## config.mk

```make
export PLATFORM = sky130hd
export DESIGN_NAME = hash_bus_if_flat
export DESIGN_NICKNAME = d
export VERILOG_FILES = /design/src/rtl/hash_bus_if_if.sv /design/src/rtl/hash_bus_if.sv /design/src/flat_wrapper.sv
export SDC_FILE = /design/constraint.sdc
export NUM_CORES = 1
export LEC_CHECK = 0
export CAP_MARGIN = 5
export CORE_ASPECT_RATIO = 1.4
export CORE_MARGIN = 8
export CORE_UTILIZATION = 45
export DETAILED_ROUTE_END_ITERATION = 12
export GPL_TIMING_DRIVEN = 0
export PLACE_DENSITY = 0.78
export SETUP_SLACK_MARGIN = 0.2
export SYNTH_ARGS = -nofsm -noshare
export SYNTH_HDL_FRONTEND = slang
export SYNTH_SLANG_ARGS = --single-unit
```

## constraint.sdc

```tcl
create_clock -name clk -period 1.85 [get_ports clk]
set_input_delay 0.185 -clock clk [delete_from_list [all_inputs] [get_ports clk]]
set_output_delay 0.185 -clock clk [all_outputs]
set_load 0.005 [all_outputs]
```

## src/rtl/hash_bus_if_if.sv

```systemverilog
// rtl/hash_bus_if_if.sv - host and core signal bundle for the hash bus front end
interface hash_bus_if_if #(
   parameter int DW    = 16,
   parameter int MSG_W = 256,
   parameter int DIG_W = 256,
   parameter int CNT_W = 32
);
   logic             init;
   logic             load;
   logic             fetch;
   logic [DW-1:0]    idata;
   logic [DW-1:0]    odata;
   logic             ack;
   logic             err;
   logic             core_init;
   logic             start;
   logic             busy;
   logic [MSG_W-1:0] msg;
   logic [DIG_W-1:0] digest;
   logic [CNT_W-1:0] blk_cnt;

   modport slave (
      input  init, load, fetch, idata, busy, digest,
      output odata, ack, err, core_init, start, msg, blk_cnt
   );

   modport master (
      output init, load, fetch, idata, busy, digest,
      input  odata, ack, err, core_init, start, msg, blk_cnt
   );
endinterface

```

## src/rtl/hash_bus_if.sv

```systemverilog
// rtl/hash_bus_if.sv - narrow-bus block loader and digest reader for the hash cores
module hash_bus_if #(
   parameter int DW     = 16,
   parameter int MSG_W  = 256,
   parameter int DIG_W  = 256,
   parameter int LANE_W = 64,
   parameter int BSWAP  = 1,
   parameter int CNT_W  = 32
) (
   input  logic          clk,
   input  logic          rst_n,
   hash_bus_if_if.slave  bus
);
   localparam int NM  = MSG_W / DW;
   localparam int ND  = DIG_W / DW;
   localparam int LCW = (NM > 1) ? $clog2(NM) : 1;
   localparam int FCW = (ND > 1) ? $clog2(ND) : 1;

   typedef enum logic [1:0] {IDLE, LOAD, WAIT, DONE} state_t;

   state_t           state;
   logic [MSG_W-1:0] buf_q;
   logic [DIG_W-1:0] dig_q;
   logic [LCW-1:0]   lcnt;
   logic [FCW-1:0]   fcnt;
   logic             dig_valid;
   logic             busy_q;
   logic [DW-1:0]    odata_q;
   logic             ack_q;
   logic             err_q;
   logic             core_init_q;
   logic             start_q;
   logic [CNT_W-1:0] blk_cnt_q;

   logic [LCW-1:0]   widx;
   logic             last_beat;
   int               wbase;
   int               fbase;

   // A load outside LOAD always starts a fresh block at beat 0.
   always_comb begin
      widx      = (state == LOAD) ? lcnt : '0;
      last_beat = (widx == LCW'(NM - 1));
      wbase     = int'(widx) * DW;
      fbase     = int'(fcnt) * DW;
   end

   always_ff @(posedge clk or negedge rst_n) begin
      if (!rst_n) begin
         state       <= IDLE;
         buf_q       <= '0;
         dig_q       <= '0;
         lcnt        <= '0;
         fcnt        <= '0;
         dig_valid   <= 1'b0;
         busy_q      <= 1'b0;
         odata_q     <= '0;
         ack_q       <= 1'b0;
         err_q       <= 1'b0;
         core_init_q <= 1'b0;
         start_q     <= 1'b0;
         blk_cnt_q   <= '0;
      end else begin
         core_init_q <= bus.init;
         busy_q      <= bus.busy;
         ack_q       <= 1'b0;
         start_q     <= 1'b0;
         if (bus.init) begin
            state     <= IDLE;
            buf_q     <= '0;
            lcnt      <= '0;
            fcnt      <= '0;
            dig_valid <= 1'b0;
            err_q     <= 1'b0;
            blk_cnt_q <= '0;
         end else if (state == WAIT) begin
            if (bus.load || bus.fetch)
               err_q <= 1'b1;
            if (busy_q && !bus.busy) begin
               dig_q     <= bus.digest;
               dig_valid <= 1'b1;
               state     <= DONE;
            end
         end else if (bus.load) begin
            // Load wins over a simultaneous fetch; the fetch is dropped silently.
            buf_q[MSG_W-1-wbase -: DW] <= bus.idata;
            ack_q <= 1'b1;
            if (state != LOAD) begin
               dig_valid <= 1'b0;
               fcnt      <= '0;
            end
            if (last_beat) begin
               start_q   <= 1'b1;
               blk_cnt_q <= blk_cnt_q + 1'b1;
               lcnt      <= '0;
               state     <= WAIT;
            end else begin
               lcnt  <= widx + 1'b1;
               state <= LOAD;
            end
         end else if (bus.fetch) begin
            if (dig_valid) begin
               odata_q <= dig_q[DIG_W-1-fbase -: DW];
               ack_q   <= 1'b1;
               fcnt    <= (fcnt == FCW'(ND - 1)) ? '0 : fcnt + 1'b1;
            end else begin
               err_q <= 1'b1;
            end
         end
      end
   end

   assign bus.odata     = odata_q;
   assign bus.ack       = ack_q;
   assign bus.err       = err_q;
   assign bus.core_init = core_init_q;
   assign bus.start     = start_q;
   assign bus.blk_cnt   = blk_cnt_q;

   // Byte reversal inside each lane turns the big-endian beat stream into little-endian words.
   generate
      if (BSWAP != 0) begin : g_swap
         for (genvar l = 0; l < MSG_W / LANE_W; l++) begin : g_lane
            for (genvar b = 0; b < LANE_W / 8; b++) begin : g_byte
               assign bus.msg[l*LANE_W + b*8 +: 8] = buf_q[l*LANE_W + (LANE_W/8-1-b)*8 +: 8];
            end
         end
      end else begin : g_pass
         assign bus.msg = buf_q;
      end
   endgenerate
endmodule

```

## src/flat_wrapper.sv

```systemverilog
// flat-port wrapper written by rule: the top's interface ports become plain ports
module hash_bus_if_flat 
#(
   parameter int DW     = 16,
   parameter int MSG_W  = 256,
   parameter int DIG_W  = 256,
   parameter int LANE_W = 64,
   parameter int BSWAP  = 1,
   parameter int CNT_W  = 32
)
  (clk, rst_n, bus_init, bus_load, bus_fetch, bus_idata, bus_busy, bus_digest, bus_odata, bus_ack, bus_err, bus_core_init, bus_start, bus_msg, bus_blk_cnt);
  hash_bus_if_if #(.DW(DW), .MSG_W(MSG_W), .DIG_W(DIG_W), .CNT_W(CNT_W)) bus_i ();
  input  logic clk;
  input  logic rst_n;
  input wire logic [$bits(bus_i.init)-1:0] bus_init;
  input wire logic [$bits(bus_i.load)-1:0] bus_load;
  input wire logic [$bits(bus_i.fetch)-1:0] bus_fetch;
  input wire logic [$bits(bus_i.idata)-1:0] bus_idata;
  input wire logic [$bits(bus_i.busy)-1:0] bus_busy;
  input wire logic [$bits(bus_i.digest)-1:0] bus_digest;
  output wire logic [$bits(bus_i.odata)-1:0] bus_odata;
  output wire logic [$bits(bus_i.ack)-1:0] bus_ack;
  output wire logic [$bits(bus_i.err)-1:0] bus_err;
  output wire logic [$bits(bus_i.core_init)-1:0] bus_core_init;
  output wire logic [$bits(bus_i.start)-1:0] bus_start;
  output wire logic [$bits(bus_i.msg)-1:0] bus_msg;
  output wire logic [$bits(bus_i.blk_cnt)-1:0] bus_blk_cnt;
  assign bus_i.init = bus_init;
  assign bus_i.load = bus_load;
  assign bus_i.fetch = bus_fetch;
  assign bus_i.idata = bus_idata;
  assign bus_i.busy = bus_busy;
  assign bus_i.digest = bus_digest;
  assign bus_odata = bus_i.odata;
  assign bus_ack = bus_i.ack;
  assign bus_err = bus_i.err;
  assign bus_core_init = bus_i.core_init;
  assign bus_start = bus_i.start;
  assign bus_msg = bus_i.msg;
  assign bus_blk_cnt = bus_i.blk_cnt;
  hash_bus_if #(.DW(DW), .MSG_W(MSG_W), .DIG_W(DIG_W), .LANE_W(LANE_W), .BSWAP(BSWAP), .CNT_W(CNT_W)) u_core (.clk(clk), .rst_n(rst_n), .bus(bus_i));
endmodule
```

# Yosys cells after proc, flatten, opt, wreduce, memory -nomap -nowiden
# Index checks and enable logic that the tools add are counted.
# classes
add_sub_neg	6
mul	0
div	0
magnitude_cmp	0
n_eq_ne	11
shift	3
muxes	45
bitwise	3
n_reduce_logical	18
# op_table
operator	count
$mux W256	3
$shift A16 B33 Y271 const A	1
$shiftx A16 B33 Y271	1
$shiftx A271 B32 Y16	1
$bwmux W256	1
$mux W32	4
$mux W4	12
$neg A32 Y33	1
$add A32 B1 Y32 const B	1
$mux W1	20
$sub A8 B8 Y9 const A	2
$reduce_bool A3 Y1	5
$mux W2	5
$ne A3 B3 Y1 const B	3
$reduce_and A3 Y1	3
$add A4 B1 Y4 const B	2
$eq A4 B4 Y1 const B	2
$reduce_and A4 Y1	2
$ne A3 B2 Y1 const B	2
$reduce_and A5 Y1	1
$reduce_and A2 Y1	2
$reduce_bool A2 Y1	2
$not A1 Y1	3
$eq A2 B1 Y1 const B	1
6 further kinds	6
# totals
reg_bits	576
latchBits	0
ramBits	0
rom_bits	0
input_bits	278
output_inout_bits	308
memories	0

# Depth between registers and ports, before layout
# Gate-level depths: netlist of the first run.
# depth
ltp_word	9
depth_mapped	10
ltp_nobuf	7

# Worst setup path before layout of the first run
# Ideal clock, no wire load.
# synth_timing
kind	register to register
startpoint	register u_core.state[0]
endpoint	register u_core.buf_q[198]
setup_ns	0.066
arrival_ns	1.943
t_required_ns	1.784
slack_ns	-0.160
stages_incl_launch_ff	10
path_cell_list	dfrtp_1 nor2b_2 and2_1 buf_4 inv_4 ha_1 nand3b_1 nor2_1 buf_2 a22o_1
# synth_between
elab_chain_cells	9
# synth_lines
item	line	source
start: declaration	hash_bus_if.sv:21	state_t state;
start signal: assignment	hash_bus_if.sv:50	state <= IDLE;
start signal: assignment	hash_bus_if.sv:69	state <= IDLE;
start signal: assignment	hash_bus_if.sv:82	state <= DONE;
$eq A2 B1 Y1	hash_bus_if.sv:42	widx = (state == LOAD) ? lcnt : '0;
$mux W4	hash_bus_if.sv:42	
$sub A8 B8 Y9	hash_bus_if.sv:86	buf_q[MSG_W-1-wbase -: DW] <= bus.idata;
$neg A32 Y33	hash_bus_if.sv:86	
$shiftx A16 B33 Y271 or $shift A16 B33 Y271 (tied branches)	hash_bus_if.sv:86	
$bwmux W256	hash_bus_if.sv:86	
$mux W256	hash_bus_if.sv:84	end else if (bus.load) begin
$mux W256	hash_bus_if.sv:76	end else if (state == WAIT) begin
$mux W256	hash_bus_if.sv:68	if (bus.init) begin
end signal: indexed assignment	hash_bus_if.sv:86	
end: declaration	hash_bus_if.sv:22	logic [MSG_W-1:0] buf_q;
# Several ways; a longest one is shown, not always the timed one. The select of a mux whose other input is x is not followed.
# A chain may end at the register's enable or synchronous reset.

# Final worst setup path of the first run
# layout_timing
startpoint	register u_core.state[0]
endpoint	register u_core.odata_q[13] (netlist: u_core.bus.odata[13])
# layout_between
elab_chain_cells	3
# layout_lines
item	line	source
$eq A2 B2 Y1	hash_bus_if.sv:76	
$not A1 Y1 (no source line)	-	
$reduce_and A5 Y1 (no source line)	-	
end signal: assignment	hash_bus_if.sv:103	odata_q <= dig_q[DIG_W-1-fbase -: DW];
end: declaration	hash_bus_if.sv:28	logic [DW-1:0] odata_q;
# No other way between the ends.

==> impl_metrics.csv, run 1 <==
group,metric,value,unit
drt,drc,0,
yosys,synth_compound_area_frac,0.117,
timing,finalHoldViolations,74,
critical_path,crit_arrival,2.60,ns
yosys,ys_warn_count,0,
timing,setup_ws,-0.234,ns
worst_hold_path,hold_class,"primary input to async pin",
yosys,yosysTopAreaCellShare,0.597,
yosys,synthAdderAreaFrac,0.00259,
pwr,p_switching,5.88,mW
yosys,synth.distinct_cells,73,
grt,overflow,0,
clock_tree,clk-insertion-delay-late,0.63,ns
drt,postRouteAntennaNets,0,
grt,grt_max_degree,131,
yosys,synthSimpleGateAreaFrac,0.0626,
floorplan,core,53100,sq um
pwr,power_per_cell_area,668,nW/um^2
yosys,synth_top_cell_by_area,"dfrtp_1",
finish,layout_commonest_cell,"clkdlybuf4s50_1",
clock_tree,cts_tree,"yes",
critical_path,cp-start-kind,"flop",
yosys,synth_nets,2026,
yosys,avgSynthCellArea,13.8,sq um
critical_path,rr_endpoint,"u_core.bus.odata[13]",
timing,fin_crit_sh,1.13,
finish,syn2layout_area_growth,59.1,%
clock_tree,cts-root-buf,"clkbuf_16",
pwr,power_frac_clock,0.439,
clock_tree,cts-buffers-inserted,53,
critical_path,path_max_fanout,7,
grt,grt_pass1_vias,20200,
pwr,swShare,0.229,
pwr,seqPwrFrac,0.493,
grt,grt_pass1_wl,128,mm
pwr,peakVddDrop,0.000678,V
yosys,synth_top_family_by_area,"multiplexers",
pwr,intPower,19.8,mW
timing,final_max_slew_viol_count,0,
flow_run,cap_violations,0,
pwr,leakage,17.3,nW
yosys,synth_enable_flop_cells,0,
yosys,synthFlopType,"dfrtp_1",
floorplan,core.rowCount,100,
timing,setup_viol,418,
finish,fin_nets,2877,
timing,clock.fmax,480,MHz
grt,grt_usage,0.276,
pwr,comb_power_share,0.067,
floorplan,die_w,212,um
yosys,synthesis.area,24100,sq um
drt,drt-initial-drc-count,1277,
status,status,"complete, but fails checks",
finish,finalNonFillerCells,3368,
placed_design,portBuffers,585,
timing,holdWs,-0.461,ns
floorplan,die_y,290,um
yosys,ys_seq_area_frac,0.597,
timing,slew_headroom,0.340,
critical_path,critical_path_required,2.36,ns
finish,final_util,0.723,
drt,dr_total_vias,19900,
yosys,synthArstFlopShare,1.00,
drt,wl,97.8,mm
clock_tree,cts_max_level,2,
placed_design,dp.cells,3047,
timing,finalClockSkew,0.0365,ns
drt,vias_per_cell,5.91,
placed_design,place_congestion,0.906,
drt,first_pass_iters,5,
timing,grt_setup_unrepaired,"yes",
floorplan,start_util,0.455,
critical_path,rr_worst_depth,9,
status,failed_checks,"hold timing, setup timing",
grt,antenna_found_initial,21,
clock_tree,clkSinkCount,576,
timing,fin_crit,2.08,ns
critical_path,timing.rr.start,"u_core.state[0]",
timing,tightest_slew,0.990,ns
critical_path,reg2reg_slack,-0.23,ns
yosys,yosys.area_share.xor_xnor,0.00363,
yosys,synthMuxAreaShare,0.186,
finish,drive_gt1_frac,0.361,
yosys,synthTopCellsByArea,"dfrtp_1 60%, mux2_2 12%, a22o_1 6.5%, mux4_2 6.0%, o21ai_0 2.0%",
critical_path,crit_type,"flop to flop",
floorplan,die-area,61400,sq um
clock_tree,path_clk_slew,0.07,ns
timing,fin_tns_setup,-33.24,ns
drt,wl_per_cell,29.0,um
finish,final_cell_mix,"564 x clkdlybuf4s50_1, 558 x dfrtp_1, 245 x mux2_4, 178 x a22o_1, 111 x buf_4",
placed_design,dp_hpwl,65.9,mm
floorplan,io_pins,586,
yosys,ys_ff_latch,576,
yosys,netlist_instances,1743,
clock_tree,cts-root-to-sink-buffers,3,
critical_path,end_kind,"flop",
-- worst max path at each step --
stage / startpoint / end / cells after the start
6_report: u_core.state[0] / u_core.bus.odata[13] / 9
5_1_grt: u_core.state[0] / u_core.bus.odata[13] / 9
4_1_cts: u_core.state[1] / u_core.buf_q[189] / 9
3_5_place_dp: bus_init / u_core.bus.blk_cnt[2] / 6
3_3_place_gp: rst_n / u_core.bus.blk_cnt[4] / 1
2_1_floorplan: u_core.lcnt[0] / u_core.buf_q[134] / 8
-- through the flow --
stage | hold slack (ns) | worst slack [ns] | area, sq um | total power, mW
final | -0.461 | -0.234 | 38400 | 25.6
after global routing | -0.433 | -0.276 | 38400 | 26.3
after CTS | -0.453 | -0.153 | 34400 | 25.5
after detailed placement | 0.218 | -0.991 | 31400 | 14.4
after global placement | 0.467 | -25.67 | 31300 | 14.3
after floorplan | -0.111 | 0.0890 | 24600 | 13.2
-- worst max-delay path, cell delays in order, from the launching register on --
cell	delay, ns
dfrtp_2	0.43
buf_6	0.12
and2b_2	0.23
or3_1	0.38
buf_6	0.17
buf_6	0.12
nor3_4	0.14
buf_6	0.16
a22oi_2	0.09
o311ai_1	0.12
-- cell type report --
type / count / area [sq um]
multi-input cells: 1019 / 11000
flip-flops and latches: 576 / 14400
inverters: 11 / 53.8
repair buffers: 796 / 8590
fillers: 3284 / 14700
well taps: 714 / 893
diodes: 22 / 55.1
clock buffers: 73 / 1510
plain buffers: 137 / 1570
clock inverters: 20 / 239
-- sequential cells by signal (all words and copies together), names as in the netlist --
name                  cells
u_core.dig_q            256
u_core.bus.odata         16
u_core.state              2
u_core.dig_valid          1
u_core.busy_q             1
u_core.buf_q            256
u_core.lcnt               4
u_core.bus.err            1
u_core.bus.start          1
u_core.bus.core_init      1
u_core.bus.blk_cnt       32
u_core.bus.ack            1
u_core.fcnt               4
-- power groups by stage --
stage | logic, mW | clock network, mW | registers [mW]
detailed placement | 1.47 | 0 | 12.9
floorplan | 0.299 | 0 | 12.9
finish | 1.73 | 11.3 | 12.7
global placement | 1.37 | 0 | 12.9
CTS | 1.57 | 11.3 | 12.7
global route | 1.83 | 11.8 | 12.6
-- synthesized netlist by cell type (all sizes together) (2+ instances only) --
cell type	instances
dfrtp	576
mux2	267
a22o	178
o21ai	107
nand2	91
buf	85
nand3	79
mux4	64
clkbuf	52
nor2	40
a21oi	30
a22oi	27
nand4	15
nor3	14
inv	10
and2	9
a41oi	7
nor4	7
a31oi	6
o311ai	6
xnor2	6
ha	5
mux2i	5
nand2b	5
and3	4
nand3b	4
or3	4
xor2	4
nor2b	3
nor3b	3
o31ai	3
o41ai	3
a211oi	2
a21o	2
and4	2
nand4b	2
or2	2
or4	2
-- timing repair --
item                                    CTS  global route
endpoints found under the setup margin  881           870
gates resized for setup                 186           663
endpoints found under the hold margin    74            75
cloned                                   13            38
buffers inserted                         49           105
pin swaps                                49           146
-- logic make-up after synthesis --
logic type | Yosys count
flip-flops | 576
multiplexers | 336
XOR/XNOR | 10
AND/OR/NAND/NOR | 289
AO/OA/AOI/OAI | 379
adder cells (fa/ha/maj) | 5
buffers and inverters | 148
-- per-layer routing --
metal  part of all wire  track usage  up-vias
met4              0.070        0.165        0
met1               0.35        0.303    10200
met3              0.074       0.0671      301
li1                   -            -     8245
met5                  0            0        -
met2               0.51        0.476     1114
(Power assumes the default switching activity.)
==> run 2, diff against run 1 <==
--- a/config.mk
+++ b/config.mk
@@ -13,3 +13,3 @@
 export GPL_TIMING_DRIVEN = 0
-export PLACE_DENSITY = 0.78
+export PLACE_DENSITY = 0.77
 export SETUP_SLACK_MARGIN = 0.2
==> constraint.sdc (replaced) <==
create_clock -name clk -period 1.85 [get_ports clk]
set_input_delay 0.37 -clock clk [delete_from_list [all_inputs] [get_ports clk]]
set_output_delay 0.37 -clock clk [all_outputs]
set_load 0.005 [all_outputs]
==> impl_metrics.csv, run 2 (synthesized netlist as in run 1, its figures left out) <==
group,metric,value,unit
status,status,"complete, but fails checks",
status,failed_checks,"hold timing, setup timing",
placed_design,dp.cells,3046,
grt,grt_usage,0.276,
grt,grt_pass1_wl,129,mm
floorplan,core,53100,sq um
drt,vias_per_cell,5.76,
timing,holdWs,-0.193,ns
placed_design,place_congestion,0.893,
finish,syn2layout_area_growth,48.6,%
critical_path,cp-start-kind,"flop",
clock_tree,path_clk_slew,0.07,ns
floorplan,die-area,61400,sq um
timing,setup_viol,210,
timing,setup_ws,-0.139,ns
floorplan,start_util,0.455,
timing,fin_crit,1.99,ns
floorplan,die_y,290,um
timing,slew_headroom,0.320,
critical_path,reg2reg_slack,-0.14,ns
placed_design,dp_hpwl,65.2,mm
critical_path,end_kind,"flop",
timing,grt_setup_unrepaired,"yes",
finish,fin_nets,2805,
grt,grt_pass1_vias,20000,
worst_hold_path,hold_class,"primary input to async pin",
flow_run,cap_violations,0,
pwr,leakage,16.4,nW
grt,overflow,0,
drt,drc,0,
clock_tree,cts_tree,"yes",
timing,clock.fmax,503,MHz
finish,final_cell_mix,"553 x dfrtp_1, 518 x clkdlybuf4s50_1, 247 x mux2_2, 178 x a22o_1, 104 x buf_4",
critical_path,rr_worst_depth,10,
finish,layout_commonest_cell,"dfrtp_1",
drt,postRouteAntennaNets,0,
critical_path,timing.rr.start,"u_core.state[1]",
critical_path,rr_endpoint,"u_core.buf_q[180]",
drt,dr_total_vias,19000,
timing,finalHoldViolations,95,
critical_path,critical_path_required,2.33,ns
drt,wl_per_cell,26.8,um
timing,final_max_slew_viol_count,0,
clock_tree,clk-insertion-delay-late,0.60,ns
timing,finalClockSkew,0.0184,ns
floorplan,die_w,212,um
drt,first_pass_iters,5,
critical_path,crit_type,"flop to flop",
finish,drive_gt1_frac,0.336,
grt,antenna_found_initial,23,
floorplan,io_pins,586,
clock_tree,clkSinkCount,576,
clock_tree,cts-root-to-sink-buffers,3,
timing,tightest_slew,1.02,ns
drt,wl,88.4,mm
clock_tree,cts-root-buf,"clkbuf_16",
pwr,peakVddDrop,0.000724,V
grt,grt_max_degree,128,
critical_path,crit_arrival,2.47,ns
drt,drt-initial-drc-count,1206,
timing,fin_crit_sh,1.07,
placed_design,portBuffers,585,
clock_tree,cts-buffers-inserted,53,
critical_path,path_max_fanout,6,
clock_tree,cts_max_level,2,
timing,fin_tns_setup,-8.16,ns
floorplan,core.rowCount,100,
finish,finalNonFillerCells,3301,
pwr,power_per_cell_area,735,nW/um^2
run 2: stage by stage:
| step | util | hold slack, ns | area, sq um | setup WS (ns) | power, mW |
|---|---|---|---|---|---|
| after global routing | 0.675 | -0.149 | 35800 | -0.187 | 27.1 |
| after CTS | 0.654 | -0.183 | 34700 | -0.132 | 26.4 |
| after global placement | 0.590 | 0.463 | 31300 | -25.95 | 14.3 |
| after floorplan | - | 0.0744 | 24600 | 0.0890 | 13.2 |
| final | 0.676 | -0.193 | 35800 | -0.139 | 26.3 |
| after detailed placement | 0.593 | 0.464 | 31400 | -1.10 | 14.4 |
run 2: per-layer routing:
metal	share of wire	global-route usage
met5	0.00049	0
met4	0.057	0.150
met3	0.072	0.0634
met2	0.51	0.480
met1	0.36	0.308
run 2: power breakdown:
group / total [mW] / leakage (nW) / internal (mW) / switching (mW)
clock: 12.0 / 0.964 / 7.09 / 4.96
combinational: 1.64 / 7.42 / 0.803 / 0.835
sequential: 12.7 / 7.99 / 12.6 / 0.0260
total: 26.3 / 16.4 / 20.5 / 5.82
run 2: timing repair:
| item | CTS | global route |
|---|---|---|
| hold endpoints to repair | 95 | 95 |
| setup buffers | 56 | 63 |
| pin swaps | 49 | 67 |
| gates cloned | 11 | 5 |
| setup endpoints to repair | 881 | 944 |
| resized for setup | 361 | 189 |
run 2: cell type report:
cell class	count	area, sq um
fillers	3723	17200
plain buffers	137	1500
inverters	11	52.6
repair buffers	724	7180
diodes	20	50.0
clock inverters	27	355
flip-flops and latches	576	14400
multi-input cells	1019	9790
clock buffers	73	1570
well taps	714	893
run 2: how the worst max path moves through the flow:
stage / cells past startpoint / slack, ns / endpoint / start
after floorplan: 8 / 0.09 / u_core.buf_q[134] / u_core.lcnt[0]
after global placement: 1 / -25.95 / u_core.bus.blk_cnt[4] / rst_n
after detailed placement: 6 / -1.10 / u_core.bus.blk_cnt[4] / bus_init
after CTS: 7 / -0.13 / u_core.buf_q[200] / u_core.state[1]
after global routing: 10 / -0.19 / u_core.buf_q[187] / u_core.state[0]
final: 10 / -0.14 / u_core.buf_q[180] / u_core.state[1]
run 2: worst max-delay path, stage by stage (launching register included):
cell	delay, ns
dfrtp_2	0.45
nor2b_4	0.15
and2_4	0.16
buf_8	0.12
inv_8	0.05
nor3_4	0.24
buf_6	0.15
a21oi_4	0.05
buf_12	0.15
buf_6	0.12
a22o_1	0.22
==> run 3, diff against run 2 <==
- CORE_MARGIN: 8 -> 2
==> impl_metrics.csv, run 3 (synthesized netlist as in run 1, its figures left out) <==
group,metric,value,unit
status,status,"complete, but fails checks",
status,failed_checks,"hold timing, setup timing",
clock_tree,cts_tree,"yes",
critical_path,rr_worst_depth,5,
critical_path,cp-start-kind,"flop",
finish,layout_commonest_cell,"dfrtp_1",
drt,wl,89.5,mm
floorplan,die_w,200,um
drt,drc,0,
clock_tree,cts-root-to-sink-buffers,3,
floorplan,die_y,278,um
placed_design,portBuffers,585,
drt,wl_per_cell,26.8,um
finish,final_cell_mix,"554 x dfrtp_1, 527 x clkdlybuf4s50_1, 218 x mux2_2, 178 x a22o_1, 106 x buf_4",
timing,fin_tns_setup,-22.47,ns
clock_tree,cts_max_level,2,
clock_tree,cts-buffers-inserted,54,
critical_path,path_max_fanout,10,
timing,fin_crit_sh,1.10,
drt,drt-initial-drc-count,1167,
timing,setup_viol,410,
critical_path,crit_chain,"clkbuf_4 -> clkbuf_4 -> mux4_2 -> a22oi_2 -> nand2_1",
worst_hold_path,hold_class,"primary input to async pin",
timing,finalClockSkew,0.0425,ns
grt,overflow,0,
pwr,leakage,16.9,nW
pwr,p_total,26.4,mW
pwr,peakVddDrop,0.00104,V
placed_design,dp.cells,3046,
critical_path,max_stage_delay,0.47,ns
grt,grt_pass1_vias,20000,
drt,first_pass_iters,6,
clock_tree,path_clk_slew,0.06,ns
floorplan,core,53100,sq um
clock_tree,cts-root-buf,"clkbuf_16",
timing,finalHoldViolations,113,
floorplan,start_util,0.455,
pwr,power_per_cell_area,719,nW/um^2
critical_path,cp_common_cell,"clkbuf_4",
critical_path,critical_path_required,2.33,ns
placed_design,place_congestion,0.901,
critical_path,crit_type,"flop to flop",
grt,grt_usage,0.300,
placed_design,post-place-ws,-1.07,ns
critical_path,worst_path_dominant_cell_family,"buffers and inverters",
timing,grt_setup_unrepaired,"yes",
critical_path,crit_buf_inv,2,
critical_path,rr_endpoint,"u_core.bus.odata[8]",
timing,tightest_slew,1.03,ns
finish,drive_gt1_frac,0.346,
floorplan,die-area,55500,sq um
critical_path,reg2reg_slack,-0.18,ns
timing,setup_ws,-0.182,ns
finish,finalNonFillerCells,3333,
critical_path,crit_arrival,2.51,ns
timing,slew_headroom,0.315,
placed_design,dp_hpwl,61.7,mm
grt,grt_pass1_wl,124,mm
timing,holdWs,-0.296,ns
floorplan,io_pins,586,
critical_path,cp-startpoint,"u_core.fcnt[1]",
grt,antenna_found_initial,27,
finish,syn2layout_area_growth,52.2,%
finish,fin_nets,2835,
drt,dr_total_vias,19400,
clock_tree,clkSinkCount,576,
timing,fin_crit,2.03,ns
critical_path,end_kind,"flop",
clock_tree,clk-insertion-delay-late,0.62,ns
finish,fill_cells,3639,
timing,clock.fmax,492,MHz
grt,grt_max_degree,131,
floorplan,core.rowCount,100,
flow_run,cap_violations,0,
critical_path,timing.rr.start,"u_core.fcnt[1]",
drt,vias_per_cell,5.83,
timing,final_max_slew_viol_count,0,
critical_path,slowest_stage,"dfrtp_1",
drt,postRouteAntennaNets,0,
run 3: final cells by class:
class / count / area (sq um) / area share
antenna: 24 / 60.1 / 0.00164
buffer: 137 / 1520 / 0.0413
clock buffer: 72 / 1510 / 0.0411
clock inverter: 27 / 422 / 0.0115
inverter: 11 / 58.8 / 0.00160
multi-input combinational: 1019 / 10000 / 0.273
sequential: 576 / 14400 / 0.393
tap: 714 / 893 / 0.0243
timing repair buffer: 753 / 7800 / 0.212
run 3: routing by layer:
metal | GRT usage | share of wire
met1 | 0.329 | 0.34
met2 | 0.516 | 0.51
met3 | 0.0774 | 0.075
met4 | 0.185 | 0.072
met5 | 0 | 0.00044
run 3: how the worst max path moves through the flow:
| stage | to | slack (ns) | depth (start not counted) |
|---|---|---|---|
| detailed placement | u_core.buf_q[22] | -1.07 | 6 |
| CTS | u_core.buf_q[189] | -0.15 | 7 |
| finish | u_core.bus.odata[8] | -0.18 | 5 |
| global placement | u_core.bus.blk_cnt[3] | -26.09 | 1 |
| global route | u_core.buf_q[189] | -0.20 | 10 |
| floorplan | u_core.buf_q[134] | 0.09 | 8 |
run 3: what timing repair did:
action	in CTS	in global routing
resized for setup	273	326
pin swaps	51	108
cloned	14	24
endpoints found under the setup margin	894	1109
hold endpoints to repair	113	113
setup buffers	54	72
run 3: power breakdown:
| part | internal (mW) | total, mW | switching [mW] |
|---|---|---|---|
| Clock | 7.15 | 12.1 | 4.98 |
| Sequential | 12.6 | 12.7 | 0.0235 |
| Combinational | 0.807 | 1.64 | 0.830 |
run 3: stage by stage:
step                 util  instance area, sq um
finish              0.692                 36700
global route        0.692                 36700
CTS                 0.651                 34500
detailed placement  0.593                 31400
global placement    0.590                 31300
floorplan               -                 24600
